`src/rtl/fifo_rd_drain_ctrl.sv`:
```
// fifo_rd_drain_ctrl
// Read-side master for the synchronous FIFO. It issues read strobes, captures
// the returned word one cycle later and presents it downstream as a
// valid/ready stream through a small circular skid buffer.
// Optional feature macro: FIFO_RD_BURST_EN. When it is defined, draining starts
// only on half_full_i or a flush_i pulse, and it runs until the FIFO is empty.
module fifo_rd_drain_ctrl #(
    parameter int DATA_WIDTH   = 16,
    parameter int FIFO_ENTRIES = 1024,
    parameter int BUF_DEPTH    = 2
) (
    input  logic                              clk_i,
    input  logic                              rst_i,
    input  logic                              enable_i,
    input  logic                              fifo_empty_i,
    input  logic                              half_full_i,
    input  logic                              flush_i,
    input  logic [DATA_WIDTH-1:0]             data_out_i,
    output logic                              rd_o,
    output logic                              oe_o,
    output logic                              m_valid_o,
    input  logic                              m_ready_i,
    output logic [DATA_WIDTH-1:0]             m_data_o,
    output logic                              busy_o,
    output logic [$clog2(FIFO_ENTRIES):0]     rd_cnt_o
);

    localparam int PTR_W   = $clog2(BUF_DEPTH);
    localparam int CNT_W   = $clog2(BUF_DEPTH + 1);
    localparam int RDCNT_W = $clog2(FIFO_ENTRIES) + 1;
    localparam logic [CNT_W:0]   DEPTH_L = (CNT_W + 1)'(BUF_DEPTH);
    localparam logic [PTR_W-1:0] LAST_L  = PTR_W'(BUF_DEPTH - 1);

    typedef enum logic {
        IDLE  = 1'b0,
        DRAIN = 1'b1
    } state_t;

    state_t                state;
    logic                  inflight;
    logic [DATA_WIDTH-1:0] buf_mem [BUF_DEPTH];
    logic [PTR_W-1:0]      head;
    logic [PTR_W-1:0]      tail;
    logic [CNT_W-1:0]      buf_cnt;
    logic                  start_cond;
    logic                  credit_ok;
    logic                  capture;
    logic                  pop;

    // Pointer advance for a circular buffer whose depth need not be a power of two
    function automatic logic [PTR_W-1:0] next_ptr(input logic [PTR_W-1:0] p);
        if (p == LAST_L) begin
            return '0;
        end
        return p + PTR_W'(1);
    endfunction

`ifdef FIFO_RD_BURST_EN
    logic flush_pend;

    assign start_cond = half_full_i | flush_i | flush_pend;

    // Remember a flush request until the controller actually starts draining
    always_ff @(posedge clk_i or posedge rst_i) begin
        if (rst_i) begin
            flush_pend <= 1'b0;
        end else if ((state == IDLE) && start_cond) begin
            flush_pend <= 1'b0;
        end else if (flush_i) begin
            flush_pend <= 1'b1;
        end
    end
`else
    logic unused_burst_inputs;

    assign unused_burst_inputs = half_full_i ^ flush_i;
    assign start_cond          = ~fifo_empty_i;
`endif

    // A read is issued only when a buffer slot is guaranteed for the returned word
    assign credit_ok = (({1'b0, buf_cnt} + {{CNT_W{1'b0}}, inflight}) < DEPTH_L);
    assign rd_o      = enable_i & (state == DRAIN) & ~fifo_empty_i & credit_ok;

    assign oe_o      = inflight;
    assign capture   = inflight;
    assign m_valid_o = (buf_cnt != '0);
    assign m_data_o  = buf_mem[head];
    assign pop       = m_valid_o & m_ready_i;
    assign busy_o    = (state != IDLE) | inflight | (buf_cnt != '0);

    // Two-state drain controller; it leaves DRAIN only once nothing is left in flight
    always_ff @(posedge clk_i or posedge rst_i) begin
        if (rst_i) begin
            state <= IDLE;
        end else begin
            case (state)
                IDLE: begin
                    if (start_cond) begin
                        state <= DRAIN;
                    end
                end
                DRAIN: begin
                    if (fifo_empty_i && !inflight && !rd_o) begin
                        state <= IDLE;
                    end
                end
                default: state <= IDLE;
            endcase
        end
    end

    // The word requested this cycle comes back from the FIFO next cycle
    always_ff @(posedge clk_i or posedge rst_i) begin
        if (rst_i) begin
            inflight <= 1'b0;
        end else begin
            inflight <= rd_o;
        end
    end

    // Skid buffer storage; the contents are don't-care while the count is zero
    always_ff @(posedge clk_i) begin
        if (capture) begin
            buf_mem[tail] <= data_out_i;
        end
    end

    // Skid buffer bookkeeping; a capture and a pop in the same cycle cancel out
    always_ff @(posedge clk_i or posedge rst_i) begin
        if (rst_i) begin
            head    <= '0;
            tail    <= '0;
            buf_cnt <= '0;
        end else begin
            if (capture) begin
                tail <= next_ptr(tail);
            end
            if (pop) begin
                head <= next_ptr(head);
            end
            if (capture && !pop) begin
                buf_cnt <= buf_cnt + CNT_W'(1);
            end else if (pop && !capture) begin
                buf_cnt <= buf_cnt - CNT_W'(1);
            end
        end
    end

    // Count words handed downstream; it wraps naturally
    always_ff @(posedge clk_i or posedge rst_i) begin
        if (rst_i) begin
            rd_cnt_o <= '0;
        end else if (pop) begin
            rd_cnt_o <= rd_cnt_o + RDCNT_W'(1);
        end
    end

endmodule

```
`config.mk`:
```
export PLATFORM = sky130hd
export DESIGN_NAME = fifo_rd_drain_ctrl
export DESIGN_NICKNAME = d
export VERILOG_FILES = /design/src/rtl/fifo_rd_drain_ctrl.sv
export SDC_FILE = /design/constraint.sdc
export NUM_CORES = 1
export LEC_CHECK = 0
export CAP_MARGIN = 10
export CORE_MARGIN = 8
export CORE_UTILIZATION = 45
export CTS_CLUSTER_DIAMETER = 40
export DETAILED_ROUTE_END_ITERATION = 8
export PLACE_DENSITY = 0.76
export SLEW_MARGIN = 25
export SYNTH_ARGS = -nofsm -noshare
export SYNTH_HDL_FRONTEND = slang
export SYNTH_SLANG_ARGS = --single-unit
```
`constraint.sdc`:
```
create_clock -name clk_i -period 2.79 [get_ports clk_i]
set_input_delay 0.837 -clock clk_i [delete_from_list [all_inputs] [get_ports clk_i]]
set_output_delay 0.837 -clock clk_i [all_outputs]
set_load 0.005 [all_outputs]
```
* Word level (Yosys, flattened, before mapping) *
Memories as Yosys holds them, arrays and structs flattened.
Cells that the tools add are included.

cells by class
  add/sub/neg operators = 6
  bitwise operators = 8
  order comparisons = 1
  muxes and demuxes = 15
  reductions and logical operators = 9

operators by type and width
  kind                   number
  $mux 1                 12
  $add 11x1->11 const B  1
  $and 1x1->1            4
  $logic_and 1x1->1      4
  $mux 2                 2
  $reduce_bool 2->1      2
  $add 2x1->3            1
  $logic_not 1->1        3
  $lt 3x2->1 const B     1
  $add 1x1->1 const B    2
  $add 2x1->2 const B    1
  $not 1->1              2
  $or 1x1->1             2
  $pmux 1 s2             1
  $sub 2x1->2 const B    1

word-level totals
  RAM bits = 32
  logic and storage cells = 46
  output and inout bits = 31
  register bits after elaboration = 17
  memories = 1

memory list
  memory   words  bits a word  read ports  clocked after memory_dff  write ports  RTL line  text
  buf_mem  2      16           1           0                         1            41        logic [DATA_WIDTH-1:0] buf_mem [BUF_DEPTH];

* Longest topological paths before layout *
  depth in word-level cells = 7
  depth in mapped cells = 7

* Least setup slack after synthesis *
OpenSTA, ideal clock, no wires.

  kind = input-to-output
  from = input port enable_i
  to = output port rd_o
  data arrival time = 1.407 ns
  stages on the path = 2
  data required time = 1.953 ns
  slack = 0.546 ns
  path through = nand2_1 > a2111oi_0

between the ends
  word-level cells in the longest chain between the ends = 3

RTL lines
  element                    RTL line  text
  from (decl)                14        input logic enable_i,
  $and 1x1->1 (3 in series)  82        assign rd_o = enable_i & (state == DRAIN) & ~fifo_empty_i & credit_ok;
  to (decl)                  19        output logic rd_o,

No other way between the ends.

* Final worst setup path *
Same ends and word-level chain as after synthesis.

==> flow_summary.toml <==
[die]
core_area_mm2 = 0.00426
die_y_um = 81.9
ios = 54
die-area_mm2 = 0.00671
row_count = 24
die_w_um = 81.9
start_util_pct = 45.9

[worst_setup_path]
required_ns = 1.95
startpoint_type = "input pin"
path_class = "input pin to output pin"
reg2reg_depth = 5
arrival_ns = 1.89
crit_path_end_kind = "output pin"
cp_max_fo = 2

[run]
cap_violations = 0

[synth]
synth_fp_nets = 142
synth_top_area_share_pct = 49.1
syn-instance-count = 117
ys_seq_area_share_pct = 70.9
yosysUniqueCellTypes = 24
yosysTopAreaCell = "edfxtp_1"
synth_async_sr_flop_share_pct = 34.7
avgSynthCellArea_um2 = 16.7
synthTopCellsByArea = "edfxtp_1 (49%), dfrtp_1 (22%), mux2_2 (9.2%), xor2_1 (4.0%), xnor2_1 (2.7%)"
synthFlopType = "edfxtp_1"
netlist_area_mm2 = 0.00196
synth_edf_count = 32
ys_seq_elements = 49
yosysWarnings = 0

[power_and_ir_drop]
power.total_w = 0.00207
powerDensity_mw_per_mm2 = 789
vdd_drop_max_v = 0.000559
p_leak_nw = 0.988

[global_routing]
grt_max_degree = 18
antenna_found_initial = 0
grt_pass1_wl_um = 6020
gr-total-overflow = 0
grt_pass1_vias = 1156
grt_usage_pct = 12.3

[drt]
viasPerCell = 4.94
vias = 1121
dr.pass1.iters = 4
ant_nets = 0
drt_iter0_drc = 86
drc = 0
wl_per_cell_um = 17.1
wl_um = 3890

[clocking]
cts_max_level = 2
cts_hold_buf = 0
cts.root.buffer_cell = "clkbuf_8"
cts_tree = "done"
clock_sinks = 49
cts_setup_buffers = 0
cts_made_buffers = 5
clk_latency_ns = 0.30
clk_pin_slew_ns = 0.08
cts_resized = 7
cts_buffer_depth = 2

[placed_design]
portBuffers = 51
dpl.hpwl_um = 2830
place_inst = 219
place.gp.congestion = 0.715
pre_cts_slack_ns = -0.530

[finish]
instances_no_fill = 227
area_growth_pct = 34.0
nNetsFinal = 199
drive_gt1_share_pct = 18.3
utilization_pct = 61.4
antenna_cells = 0

[timing]
setup_violations = 0
finalCritPeriodShare_pct = 97.8
slew_headroom_pct = 52.2
final.setup_skew_ns = 0.00605
fin_hold_ws_ns = 0.491
drv_slew = 0
max_freq_mhz = 366
setup_ws_ns = 0.0612
hold_violations = 0
tightest_slew_ns = 0.717
rsz0062_at_grt = "false"
period_minus_slack_ns = 2.73

[min_path]
min_path_type = "register to register"
hold_depth = 1

[outcome]
status = "finished, final reports clean"
## sequential cells by signal, indices dropped and copies added (netlist names)
register  flops
oe_o          1
buf_mem      32
buf_cnt       2
tail          1
rd_cnt_o     11
state         1
head          1
## where the power goes
group	leakage [nW]	internal [W]	switching [W]
Combinational	0.446	0.000415	0.000253
Clock	0.0422	0.000176	0.000219
Sequential	0.500	0.000880	0.000125
## logic make-up (layout without fill, tap and decap cells)
group	Yosys count	in the layout	share of synthesized area, %
DFF	49	49	70.9
and+or+nand+nor	27	27	9.02
muxes	16	16	9.21
xor gates and xnor gates	15	15	6.72
buffers and inverters	6	64	1.66
adders and majority gates	2	2	1.28
AOI/OAI and AO/OA	2	2	1.22
## per-layer routing
layer | GRT usage (%) | routed length [um]
met5 | 0 | 0
met4 | 4.74 | 53
met3 | 4.38 | 275
met2 | 20.8 | 1970
met1 | 13.8 | 1590
## Yosys cell counts, types with 2 or more instances
library cell / count
edfxtp_1: 32
dfrtp_1: 17
mux2_2: 16
nand2_1: 10
xor2_1: 9
xnor2_1: 6
nand3_1: 3
nor3_1: 3
buf_2: 2
ha_1: 2
inv_1: 2
nor2_1: 2
nor4_4: 2
## layout make-up
type / instances / area [um^2]
tap: 52 / 65.1
timing repair buffer: 53 / 520
multi-input combinational: 62 / 556
fill: 329 / 1640
inverter: 3 / 11.3
clock inverter: 1 / 5.00
clock buffer: 7 / 76.3
sequential: 49 / 1390
## worst paths after layout
path                                 start         end  slack [ns]
worst min register to register        head        head        0.49
worst min-delay path                  head        head        0.49
worst max register to register  buf_cnt[0]  buf_cnt[1]        1.15
min in group asynchronous            rst_i       state        0.92
worst max-delay path              enable_i        rd_o        0.06
max in group asynchronous            rst_i        tail        1.47
## layout by cell type, fill, tap and decap left out, types with 3 or more instances in the layout
cell type	count
nand2_1	10
clkdlybuf4s50_1	50
edfxtp_1	32
clkbuf_8	5
mux2_2	16
dfrtp_1	17
xor2_1	9
xnor2_1	6
nor3_1	3
nand3_1	3
## per-stage QoR
| stage | instance area, um^2 | setup TNS, ns |
|---|---|---|
| 6_report | 2620 | 0 |
| 5_1_grt | 2620 | 0 |
| 4_1_cts | 2620 | 0 |
| 3_5_place_dp | 2520 | -0.530 |
| 3_3_place_gp | 2520 | -0.424 |
| 2_1_floorplan | 1960 | 0 |
## worst max-delay path, stage by stage
cell and delay, ns:
clkdlybuf4s50_1 0.45, nand2_1 0.09, a2111oi_4 0.34, buf_2 0.17
Note: power is estimated with default switching activity, not from simulation.
